===== config.mk =====
export PLATFORM = sky130hd
export DESIGN_NAME = fp_cmp_unit
export DESIGN_NICKNAME = d
export VERILOG_FILES = /design/src/rtl/fp_cmp_unit.sv
export SDC_FILE = /design/constraint.sdc
export NUM_CORES = 1
export LEC_CHECK = 0
export BUFFER_PORTS_ARGS = -buffer_cell sky130_fd_sc_hd__buf_4
export CAP_MARGIN = 0
export CELL_PAD_IN_SITES_DETAIL_PLACEMENT = 1
export CELL_PAD_IN_SITES_GLOBAL_PLACEMENT = 1
export CORE_MARGIN = 5
export CORE_UTILIZATION = 45
export CTS_BUF_LIST = sky130_fd_sc_hd__clkbuf_8
export DETAILED_ROUTE_END_ITERATION = 10
export PLACE_DENSITY = 0.95
export SYNTH_ARGS = -nofsm -noshare
export SYNTH_HDL_FRONTEND = slang
export SYNTH_HIERARCHICAL = 1
export SYNTH_SLANG_ARGS = --single-unit

===== constraint.sdc =====
create_clock -name i_clk -period 7.3 [get_ports i_clk]
set_clock_uncertainty 0.1 [all_clocks]
set_input_delay 0.73 -clock i_clk [delete_from_list [all_inputs] [get_ports i_clk]]
set_output_delay 0.73 -clock i_clk [all_outputs]
set_load 0.02 [all_outputs]

===== src/rtl/fp_cmp_unit.sv =====
// rtl/fp_cmp_unit.sv - two-stage RV32F compare/min-max execute unit
//
// comp_block: raw comparator on {S,E,M}. Opposite signs order by sign bit,
//   equal signs order by magnitude {E,M}. Negative-pair and zero handling is
//   left to the caller.
//   i_a, i_b      operand bit patterns
//   o_gt/eq/lt    raw relation of i_a to i_b
//
// fp_cmp_unit: FEQ.S/FLT.S/FLE.S/FMIN.S/FMAX.S with NV flag, valid/ready on
//   both sides. Stage 1 registers the op; stage 2 registers the result.
//   i_clk, i_reset          clock, synchronous active-high reset
//   i_valid/o_ready         upstream handshake
//   i_op, i_rs1_f, i_rs2_f  operation and operands
//   i_tag                   destination tag carried with the op
//   o_valid/i_ready         downstream handshake
//   o_result, o_fflags      result word and {NV,DZ,OF,UF,NX}
//   o_tag                   tag of the result

module comp_block (
  input  logic [31:0] i_a,
  input  logic [31:0] i_b,
  output logic        o_gt,
  output logic        o_eq,
  output logic        o_lt
);
  always_comb begin
    o_gt = 1'b0;
    o_eq = 1'b0;
    o_lt = 1'b0;
    if (i_a == i_b) begin
      o_eq = 1'b1;
    end else if (i_a[31] != i_b[31]) begin
      o_gt = i_b[31];
      o_lt = i_a[31];
    end else if (i_a[30:0] > i_b[30:0]) begin
      o_gt = 1'b1;
    end else begin
      o_lt = 1'b1;
    end
  end
endmodule

module fp_cmp_unit #(
  parameter int          TAG_W = 5,
  parameter logic [31:0] CNAN  = 32'h7FC00000
) (
  input  logic             i_clk,
  input  logic             i_reset,
  input  logic             i_valid,
  output logic             o_ready,
  input  logic [2:0]       i_op,
  input  logic [31:0]      i_rs1_f,
  input  logic [31:0]      i_rs2_f,
  input  logic [TAG_W-1:0] i_tag,
  output logic             o_valid,
  input  logic             i_ready,
  output logic [31:0]      o_result,
  output logic [4:0]       o_fflags,
  output logic [TAG_W-1:0] o_tag
);
  localparam logic [2:0] OP_FEQ  = 3'b000;
  localparam logic [2:0] OP_FLT  = 3'b001;
  localparam logic [2:0] OP_FLE  = 3'b010;
  localparam logic [2:0] OP_FMIN = 3'b011;
  localparam logic [2:0] OP_FMAX = 3'b100;

  logic             r_s1_valid;
  logic [2:0]       r_s1_op;
  logic [31:0]      r_s1_a;
  logic [31:0]      r_s1_b;
  logic [TAG_W-1:0] r_s1_tag;

  logic             r_s2_valid;
  logic [31:0]      r_result;
  logic [4:0]       r_fflags;
  logic [TAG_W-1:0] r_tag;

  logic w_s2_ready;
  logic w_accept;
  logic w_advance;

  assign w_s2_ready = !r_s2_valid || i_ready;
  assign o_ready    = !i_reset && (!r_s1_valid || w_s2_ready);
  assign w_accept   = i_valid && o_ready;
  assign w_advance  = r_s1_valid && w_s2_ready;

  assign o_valid  = r_s2_valid;
  assign o_result = r_result;
  assign o_fflags = r_fflags;
  assign o_tag    = r_tag;

  // Stage-1 classification and corrected relation
  logic w_raw_gt, w_raw_eq, w_raw_lt;
  logic w_a_nan, w_b_nan, w_a_snan, w_b_snan, w_a_zero, w_b_zero;
  logic w_nan_any, w_snan_any, w_both_zero, w_both_neg;
  logic w_gt, w_eq, w_lt;
  logic [31:0] w_res;
  logic        w_nv;

  comp_block u_comp (
    .i_a  (r_s1_a),
    .i_b  (r_s1_b),
    .o_gt (w_raw_gt),
    .o_eq (w_raw_eq),
    .o_lt (w_raw_lt)
  );

  assign w_a_nan  = (r_s1_a[30:23] == 8'hFF) && (r_s1_a[22:0] != 23'd0);
  assign w_b_nan  = (r_s1_b[30:23] == 8'hFF) && (r_s1_b[22:0] != 23'd0);
  assign w_a_snan = w_a_nan && !r_s1_a[22];
  assign w_b_snan = w_b_nan && !r_s1_b[22];
  assign w_a_zero = (r_s1_a[30:0] == 31'd0);
  assign w_b_zero = (r_s1_b[30:0] == 31'd0);

  assign w_nan_any   = w_a_nan || w_b_nan;
  assign w_snan_any  = w_a_snan || w_b_snan;
  assign w_both_zero = w_a_zero && w_b_zero;
  assign w_both_neg  = r_s1_a[31] && r_s1_b[31];

  always_comb begin
    w_gt = w_raw_gt;
    w_eq = w_raw_eq;
    w_lt = w_raw_lt;
    if (w_both_zero) begin
      w_gt = 1'b0;
      w_eq = 1'b1;
      w_lt = 1'b0;
    end else if (w_both_neg) begin
      // larger magnitude is the smaller value when both are negative
      w_gt = w_raw_lt;
      w_lt = w_raw_gt;
    end
  end

  always_comb begin
    w_res = 32'd0;
    w_nv  = 1'b0;
    case (r_s1_op)
      OP_FEQ: begin
        w_res = {31'd0, w_eq && !w_nan_any};
        w_nv  = w_snan_any;
      end
      OP_FLT: begin
        w_res = {31'd0, w_lt && !w_nan_any};
        w_nv  = w_nan_any;
      end
      OP_FLE: begin
        w_res = {31'd0, (w_lt || w_eq) && !w_nan_any};
        w_nv  = w_nan_any;
      end
      OP_FMIN, OP_FMAX: begin
        w_nv = w_snan_any;
        if (w_a_nan && w_b_nan) begin
          w_res = CNAN;
        end else if (w_a_nan) begin
          w_res = r_s1_b;
        end else if (w_b_nan) begin
          w_res = r_s1_a;
        end else if (w_both_zero) begin
          // -0 orders below +0 for min/max even though they compare equal
          if (r_s1_op == OP_FMIN) begin
            w_res = r_s1_a[31] ? r_s1_a : r_s1_b;
          end else begin
            w_res = r_s1_a[31] ? r_s1_b : r_s1_a;
          end
        end else if (r_s1_op == OP_FMIN) begin
          w_res = w_lt ? r_s1_a : r_s1_b;
        end else begin
          w_res = w_gt ? r_s1_a : r_s1_b;
        end
      end
      default: begin
        w_res = 32'd0;
        w_nv  = 1'b0;
      end
    endcase
  end

  always_ff @(posedge i_clk) begin
    if (i_reset) begin
      r_s1_valid <= 1'b0;
      r_s1_op    <= 3'd0;
      r_s1_a     <= 32'd0;
      r_s1_b     <= 32'd0;
      r_s1_tag   <= '0;
    end else if (w_accept) begin
      r_s1_valid <= 1'b1;
      r_s1_op    <= i_op;
      r_s1_a     <= i_rs1_f;
      r_s1_b     <= i_rs2_f;
      r_s1_tag   <= i_tag;
    end else if (w_advance) begin
      r_s1_valid <= 1'b0;
    end
  end

  always_ff @(posedge i_clk) begin
    if (i_reset) begin
      r_s2_valid <= 1'b0;
      r_result   <= 32'd0;
      r_fflags   <= 5'd0;
      r_tag      <= '0;
    end else if (w_s2_ready) begin
      r_s2_valid <= r_s1_valid;
      if (r_s1_valid) begin
        r_result <= w_res;
        r_fflags <= {w_nv, 4'b0000};
        r_tag    <= r_s1_tag;
      end
    end
  end
endmodule

### Word-level counts from Yosys, hierarchy flattened

Index checks and enable logic that the tools add are counted.

* register bits after elaboration: 112
* word-level logic and storage cells: 78
* output and inout port bits: 44
* bits of input ports: 76

* reductions and logical operators: 34
* $lt $le $gt $ge: 1
* eq/ne operators: 8
* muxes and demuxes: 26

Operators with widths (count)
* $mux 32: 10
* $pmux 32 s4: 1
* $logic_not 31->1: 2
* $reduce_bool 23->1: 2
* $eq 32x32->1: 1
* $gt 31x31->1: 1
* $eq 8x8->1 const B: 2
* $mux 1: 14
* $logic_and 1x1->1: 13
* $eq 3x2->1 const B: 2
* $logic_not 1->1: 6
* $logic_or 1x1->1: 5
* $reduce_or 2->1: 2
* $eq 3x1->1 const B: 1
* $eq 3x3->1 const B: 1
* $logic_not 3->1: 1
* $reduce_or 3->1: 1
* $pmux 1 s2: 1
* $reduce_and 2->1: 1
* $reduce_bool 2->1: 1
* $ne 1x1->1: 1

### Logic depth before layout (Yosys ltp)

Gate-level depths: netlist of run 1.

* word-level depth: 13
* gate-level depth with buffers: 15

### Cells and area by module

Netlist of run 1, hierarchy kept.

By module, submodules not included
* fp_cmp_unit: sequential area each 2242.2 µm², area each 4778.3 µm², times used 1, cells an instance 579
* comp_block: sequential area each 0.0 µm², area each 840.8 µm², times used 1, cells an instance 117

### Least setup slack after synthesis of run 1

No wires, ideal clock.

* kind: reg-to-reg
* from: register r_s1_b[2]
* to: register r_result[30], in the netlist o_result[30]
* data arrival time: 3.082 ns
* setup time: 0.058 ns
* cell stages (with the launch flop): 14
* period minus slack after synthesis: 3.240 ns
* buffers on the path: 0
* setup slack: 4.060 ns
* cells stage by stage: dfxtp_1 > inv_1 > ha_1 > a21oi_2 > a21oi_1 > o21a_1 > o41a_1 > o21a_1 > maj3_2 > mux2_2 > o31ai_1 > o21ai_0 > a21oi_1 > a21o_1

* longest elaborated chain between the ends: 13

RTL lines
* start, declared: RTL line 70 `logic [31:0] r_s1_b;`
* start signal, assigned: RTL line 190 `r_s1_b <= i_rs2_f;`
* $gt 31x31->1: RTL line 35 `end else if (i_a[30:0] > i_b[30:0]) begin`
* $mux 1: RTL line 35
* $mux 1: RTL line 32 `end else if (i_a[31] != i_b[31]) begin`
* $mux 1 *: RTL line 30 `if (i_a == i_b) begin`
* named net w_raw_gt: RTL line 93 `logic w_raw_gt, w_raw_eq, w_raw_lt;`
* $mux 1: RTL line 128 `end else if (w_both_neg) begin`
* $mux 1: RTL line 124 `if (w_both_zero) begin`
* $mux 32 (on tied branches): RTL line 169, 167
* $mux 32 *: RTL line 166 `end else if (r_s1_op == OP_FMIN) begin`
* $mux 32 *: RTL line 159 `end else if (w_both_zero) begin`
* $mux 32 *: RTL line 157 `end else if (w_b_nan) begin`
* $mux 32 *: RTL line 155 `end else if (w_a_nan) begin`
* $mux 32 *: RTL line 153 `if (w_a_nan && w_b_nan) begin`
* $pmux 32 s4 *: RTL line 138 `case (r_s1_op)`
* end signal, assigned: RTL line 206 `r_result <= w_res;`
* end, declared: RTL line 74 `logic [31:0] r_result;`

The timed path passes the listed nets; every way through them passes the cells marked *.
A chain may end at the register's enable or synchronous reset.

### Worst setup path after layout of run 1

* from: register r_s1_b[18]
* to: register r_result[30], in the netlist o_result[30]

Same word-level chain as after synthesis.

==> qor.yml, run 1 <==
run_status:
  status: "finished clean"
cts:
  root_buffer: "clkbuf_8"
  htreeDepth: 3
  clk_pin_slew_worst_paths_ns: 0.11
  cts_tree: "done"
  cts.repair.resized: 0
  cts_hold_buf: 0
  cts_sinks: 112
  cts_setup_buffers: 0
  cts_inserted_buffers: 9
  clkLatencyLatePin_ns: 0.40
  clk_path_buf_depth: 2
worst_hold_path:
  hold_class: "reg2reg"
  hold_start: "o_result[6]"
  whs_path_depth: 2
  holdPathEnd: "o_result[6]"
worst_setup_path:
  r2r-end: "o_result[30]"
  criticalPathCategory: "reg2reg"
  critical_path.endpoint_type: "register"
  crit_required_ns: 7.56
  reg2reg_slack_ns: 3.20
  ff2ff_path_depth: 13
  worstSetupStartpointType: "register"
  r2r_start: "r_s1_b[18]"
  worst-path-max-fanout: 8
  cp.arrival_ns: 4.36
yosys:
  yosysWarnings: 6
  yosys.area.top_type: "dfxtp_1"
  ys_types: 61
  syn_area_um2: 5620
  synthFlopType: "dfxtp_1"
  synth_edf_count: 0
  ys_seq_area_share_pct: 39.9
  synth_async_sr_flop_share_pct: 0
  syn_inst: 696
  syn_avg_cell_area_um2: 8.07
  yosys.area.top_type_share_pct: 39.9
  synth-seq-cells: 112
  synth_area_leaders: "dfxtp_1, nand2_1, nand3b_1"
detailed_routing:
  drt-wirelength-per-cell_um: 18.5
  postRouteAntennaNets: 0
  vias: 5362
  viasPerCell: 5.57
  drc_errors: 0
  totalWireLength_um: 17800
  initialDrtViolationCount: 325
  drt-pass1-iter-count: 5
timing:
  hold_viol: 0
  finalWorstSetupSlack_ns: 3.20
  min_period_ns: 4.10
  setup_tns_ns: 0
  rsz0062_at_grt: "no"
  worst_slew_pin_slew_ns: 1.10
  final_max_slew_viol_count: 0
  finalSetupViolCount: 0
  min_period_over_period_pct: 56.2
  max_slew_margin_pct: 25.9
  fmax_ghz: 0.244
grt:
  grt_max_degree: 88
  grtUsageMet1_pct: 30.0
  grtUsageMet3_pct: 6.17
  antenna_found_initial: 0
  grt.met2_usage_pct: 41.7
  grt_pass1_wl_um: 28900
  grt_use_total_pct: 24.4
  gr-total-overflow: 0
  grt.busiest_layer: "met2"
  grt_pass1_vias: 5713
floorplan:
  initial_core_util_pct: 46.4
  core_um2: 12100
  num_rows: 40
  die_w_um: 122
  io_pins: 120
  dieHeight_um: 122
  die-area_um2: 14800
placed_design:
  io_buffers: 115
  place_congestion: 0.896
  dp_cells: 946
  dpl_worst_slack_ns: 3.21
  hpwl_um: 13000
cells_and_area:
  antennaDiodeCount: 0
  layoutNonFillerInstCount: 962
  drive_above_1_share_pct: 18.6
  layout_common_cells: "nand2_1, buf_4, dfxtp_1"
  num-nets-final: 896
  final_common_cell: "nand2_1"
  fill_cells: 1516
  area_growth_syn_to_layout_pct: 20.0
flow_run:
  drv_cap: 0
power:
  vdd_drop_max_uv: 139
  finalPower_uw: 1360
  power_density_nw_per_um2: 201
  p_leak_uw: 0.00304
==> critical path, stage by stage, from the launching register on <==
cell and delay, ns:
dfxtp_1 0.43, inv_1 0.07, ha_1 0.32, a21oi_1 0.19, o21ai_0 0.19, a221oi_1 0.30, o21ai_0 0.22, o21a_1 0.23
maj3_2 0.33, mux2_2 0.31, o31ai_1 0.91, o21ai_0 0.20, a21oi_1 0.18, a21o_1 0.09
==> cells by family (layout without fill, tap and decap cells) <==
family,Yosys count,after routing,synth area share (%)
adder cells (fa/ha/maj),33,33,7.28
AND/OR/NAND/NOR,341,341,30.7
flip-flops,112,112,39.9
AO/OA/AOI/OAI,107,107,12.0
multiplexers,18,18,3.25
XOR/XNOR,3,3,0.468
other,1,4,0.0667
buffers and inverters,81,176,6.32
==> sequential cells by signal (all words and copies together), names as in the netlist <==
register    count
o_tag           5
r_s1_op         3
r_s1_tag        5
r_s1_valid      1
o_fflags        1
o_result       32
o_valid         1
r_s1_a         32
r_s1_b         32
==> metrics by stage <==
step,instance area (µm²),util [%],hold WS [ns]
floorplan,5630,-,0.332
global placement,6550,54.0,0.339
detailed placement,6550,54.0,0.354
CTS,6750,55.7,0.370
global route,6750,55.7,0.380
finish,6750,55.7,0.366
==> metal layers <==
layer | vias up | routed length (µm)
met5 | - | 0
met4 | 0 | 415
met3 | 33 | 923
met2 | 162 | 8680
met1 | 2598 | 7810
li1 | 2569 | -
==> final cells by class <==
cell class / instances / area [µm²] / area share (%)
inverter: 39 / 146 / 2.17
sequential: 112 / 2240 / 33.2
multi-input combinational: 506 / 3040 / 45.1
clock inverter: 5 / 47.5 / 0.705
clock buffer: 11 / 151 / 2.24
tap: 168 / 210 / 3.12
timing repair buffer: 121 / 908 / 13.5
==> worst max path at each step <==
stage / from / endpoint / slack [ns] / depth (start not counted)
3_5_place_dp: r_s1_b[18] / o_result[30] / 3.21 / 13
4_1_cts: r_s1_b[18] / o_result[30] / 3.26 / 13
2_1_floorplan: r_s1_b[2] / o_result[30] / 4.06 / 13
6_report: r_s1_b[18] / o_result[30] / 3.20 / 13
3_3_place_gp: r_s1_b[4] / o_result[30] / 3.59 / 13
5_1_grt: r_s1_b[18] / o_result[13] / 3.05 / 12
==> where the power goes <==
group / internal, µW / switching (µW)
logic: 124 / 161
clock network: 174 / 212
registers: 644 / 42.3
==> Yosys cell counts, types with 13 or more instances <==
| cell type | n |
|---|---|
| nand2_1 | 191 |
| o21ai_0 | 16 |
| o21ai_1 | 19 |
| clkbuf_1 | 31 |
| ha_1 | 31 |
| nand3b_1 | 70 |
| nand4_1 | 13 |
| a21oi_1 | 25 |
| dfxtp_1 | 112 |
| nor4_1 | 13 |
| nor2_1 | 15 |
| mux2i_1 | 16 |
| inv_1 | 39 |
Power figures use the tool's default switching activity.
==> inputs of run 2 (changes only) <==
Settings changed: CORE_UTILIZATION 45 to 41, PLACE_DENSITY 0.95 to 0.92.
Clock period 7.3 ns to 4.25 ns, I/O delays scaled along.
==> run 2 against run 1 <==
  * Combinational power is 72% higher
  * First-iteration DRC count is 0.92% lower
  * Power is 68% higher
  * Worst hold slack worse by 0.25 ns
  * Largest power group unchanged
  * Sequential share of layout area hardly changed
  * Highest routed layer unchanged
  * Register-to-register slack worse by 2.7 ns
  * Clock-buffer cell count is 1 higher
  * Sequential power is 72% higher
  * Fmax is 8.0% higher
  * Routed wire length is 2.7% lower
  * Design area is 0.15% higher
==> qor.yml, run 2 (same netlist as run 1, synthesis figures left out) <==
run_status:
  status: "finished clean"
detailed_routing:
  initialDrtViolationCount: 322  # -0.92%
  totalWireLength_um: 17400  # -2.7%
  drc_errors: 0  # unchanged
  vias: 5237  # -2.3%
  viasPerCell: 5.39  # -3.2%
  drt-wirelength-per-cell_um: 17.9  # -3.6%
  postRouteAntennaNets: 0  # unchanged
  drt-pass1-iter-count: 4  # -1
flow_run:
  drv_cap: 0  # unchanged
cts:
  root_buffer: "clkbuf_8"
  clk_path_buf_depth: 2  # unchanged
  clk_pin_slew_worst_paths_ns: 0.10  # about the same
  cts_hold_buf: 0  # unchanged
  clkLatencyLatePin_ns: 0.39  # about the same
  htreeDepth: 3  # unchanged
  cts_tree: "done"
  cts_inserted_buffers: 9  # unchanged
  cts_sinks: 112  # unchanged
power:
  p_leak_uw: 0.00304  # about the same
  vdd_drop_max_uv: 134  # -3.9%
  clkPwrFrac_pct: 26.7  # -1.8 points
  pwr-share-comb_pct: 21.5  # +0.5 points
  switching_power_uw: 696  # +67%
  p_int_uw: 1580  # +68%
  power_density_nw_per_um2: 337  # +67%
  seq_power_share_pct: 51.8  # +1.3 points
  swShare_pct: 30.6  # -0.050 points
  finalPower_uw: 2280  # +68%
grt:
  gr-total-overflow: 0  # unchanged
  grt_use_total_pct: 21.5  # -2.9 points
  antenna_found_initial: 0  # unchanged
  grt_max_degree: 88  # unchanged
  grt_pass1_wl_um: 28600  # -1.1%
  grt_pass1_vias: 5706  # -0.12%
floorplan:
  io_pins: 120  # unchanged
  num_rows: 42  # +5.0%
  core_um2: 13300  # +10%
  initial_core_util_pct: 42.1  # -4.3 points
  die-area_um2: 16100  # +8.9%
  dieHeight_um: 127  # +4.4%
  die_w_um: 127  # +4.4%
cells_and_area:
  area_growth_syn_to_layout_pct: 20.2
  layout_common_cells: "nand2_1, buf_4, dfxtp_1"
  final_common_cell: "nand2_1"
  num-nets-final: 898  # +0.22%
  fill_cells: 1644  # +8.4%
  antennaDiodeCount: 0  # unchanged
  fin_util_pct: 50.6  # -5.1 points
  fin_area_um2: 6760  # +0.15%
  drive_above_1_share_pct: 19.0  # +0.35 points
timing:
  min_period_ns: 3.80  # -0.303 ns
  fmax_ghz: 0.263  # +8.0%
  finalWorstSetupSlack_ns: 0.451  # -2.75 ns
  final_max_slew_viol_count: 0  # unchanged
  setup_tns_ns: 0  # unchanged
  hold_viol: 0  # unchanged
  min_period_over_period_pct: 89.4  # +33 points
  finalSetupViolCount: 0  # unchanged
  max_slew_margin_pct: 38.2  # +12 points
  rsz0062_at_grt: "no"
  worst_slew_pin_slew_ns: 0.924  # -0.177 ns
worst_hold_path:
  holdPathEnd: "r_s1_b[26]"
  hold_class: "in2reg"
  whs_path_depth: 3  # +1
  hold_start: "i_rs2_f[26]"
worst_setup_path:
  cp.arrival_ns: 3.98  # -0.38 ns
  worstSetupStartpointType: "register"
  crit_chain: "inv_1, ha_1, nand4_2, nor4_2, nand3_1, nor3b_1, maj3_1, mux2i_1, nor2_1, o31a_2, buf_4, mux2i_1, o21ai_1"
  crit_required_ns: 4.43  # -3.13 ns
  ff2ff_path_depth: 13  # unchanged
  critical_path.endpoint_type: "register"
  startpoint: "r_s1_b[26]"
  reg2reg_slack_ns: 0.45  # -2.75 ns
  path_common_cell: "mux2i_1"
  slowest_delay_ns: 0.46  # -0.45 ns
  criticalPathCategory: "reg2reg"
  worst-path-max-fanout: 14  # +6
  r2r_start: "r_s1_b[26]"
  r2r-end: "o_result[9]"
  cp_slowest_cell: "dfxtp_1"
placed_design:
  hpwl_um: 12800  # -1.2%
  place_congestion: 0.865  # -3.5%
  dpl_worst_slack_ns: 0.380  # -2.83 ns
  post_dp_cell_area_um2: 6570  # +0.38%
  io_buffers: 115  # unchanged
[run 2: critical path: cells and delay by family, from the launching register on]
family,cells,cell delay (ns)
AOI/OAI and AO/OA,2,0.53
and+or+nand+nor,5,1.03
DFF,1,0.46
adders and majority gates,2,0.73
muxes,2,0.48
buffers and inverters,2,0.35
[run 2: worst max-delay path by stage]
stage	to	slack (ns)	depth (start not counted)
after global placement	o_result[13]	0.55	13
final	o_result[9]	0.45	13
after detailed placement	o_result[1]	0.38	14
after CTS	o_result[9]	0.35	14
after floorplan	o_result[30]	1.01	13
after global routing	o_result[1]	0.16	13
[run 2: metrics by stage]
stage / instances / hold WS (ns)
2_1_floorplan: 699 / 0.332
3_3_place_gp: 956 / 0.344
3_5_place_dp: 956 / 0.348
4_1_cts: 971 / 0.0980
5_1_grt: 971 / 0.111
6_report: 971 / 0.116
[run 2: routing by layer]
| layer | part of all wire (%) | global-route usage [%] | vias to the layer above |
|---|---|---|---|
| met5 | 0 | 0 | - |
| met2 | 49 | 37.4 | 115 |
| met4 | 1.7 | 7.89 | 0 |
| met3 | 4.5 | 3.55 | 20 |
| li1 | - | - | 2576 |
| met1 | 45 | 26.9 | 2526 |
[run 2: area by class of cell]
class	count	area (µm²)	area share [%]
clock buffer	12	165	2.44
clock inverter	3	17.5	0.259
inverter	39	146	2.17
multi-input combinational	506	3040	45.0
sequential	112	2240	33.2
tap	176	220	3.26
timing repair buffer	123	923	13.7
[run 2: power by group through the flow]
stage	Combinational, µW	Clock [µW]	Sequential (µW)
after floorplan	338	0	1180
after global placement	458	0	1200
after detailed placement	484	0	1200
after CTS	488	626	1180
after global routing	540	658	1190
final	489	608	1180
[run 2: repair_timing]
action,4_1_cts,5_1_grt
endpoints found under the hold margin,0,0
setup endpoints to repair,0,1
setup buffers,0,0
resized for setup,0,1
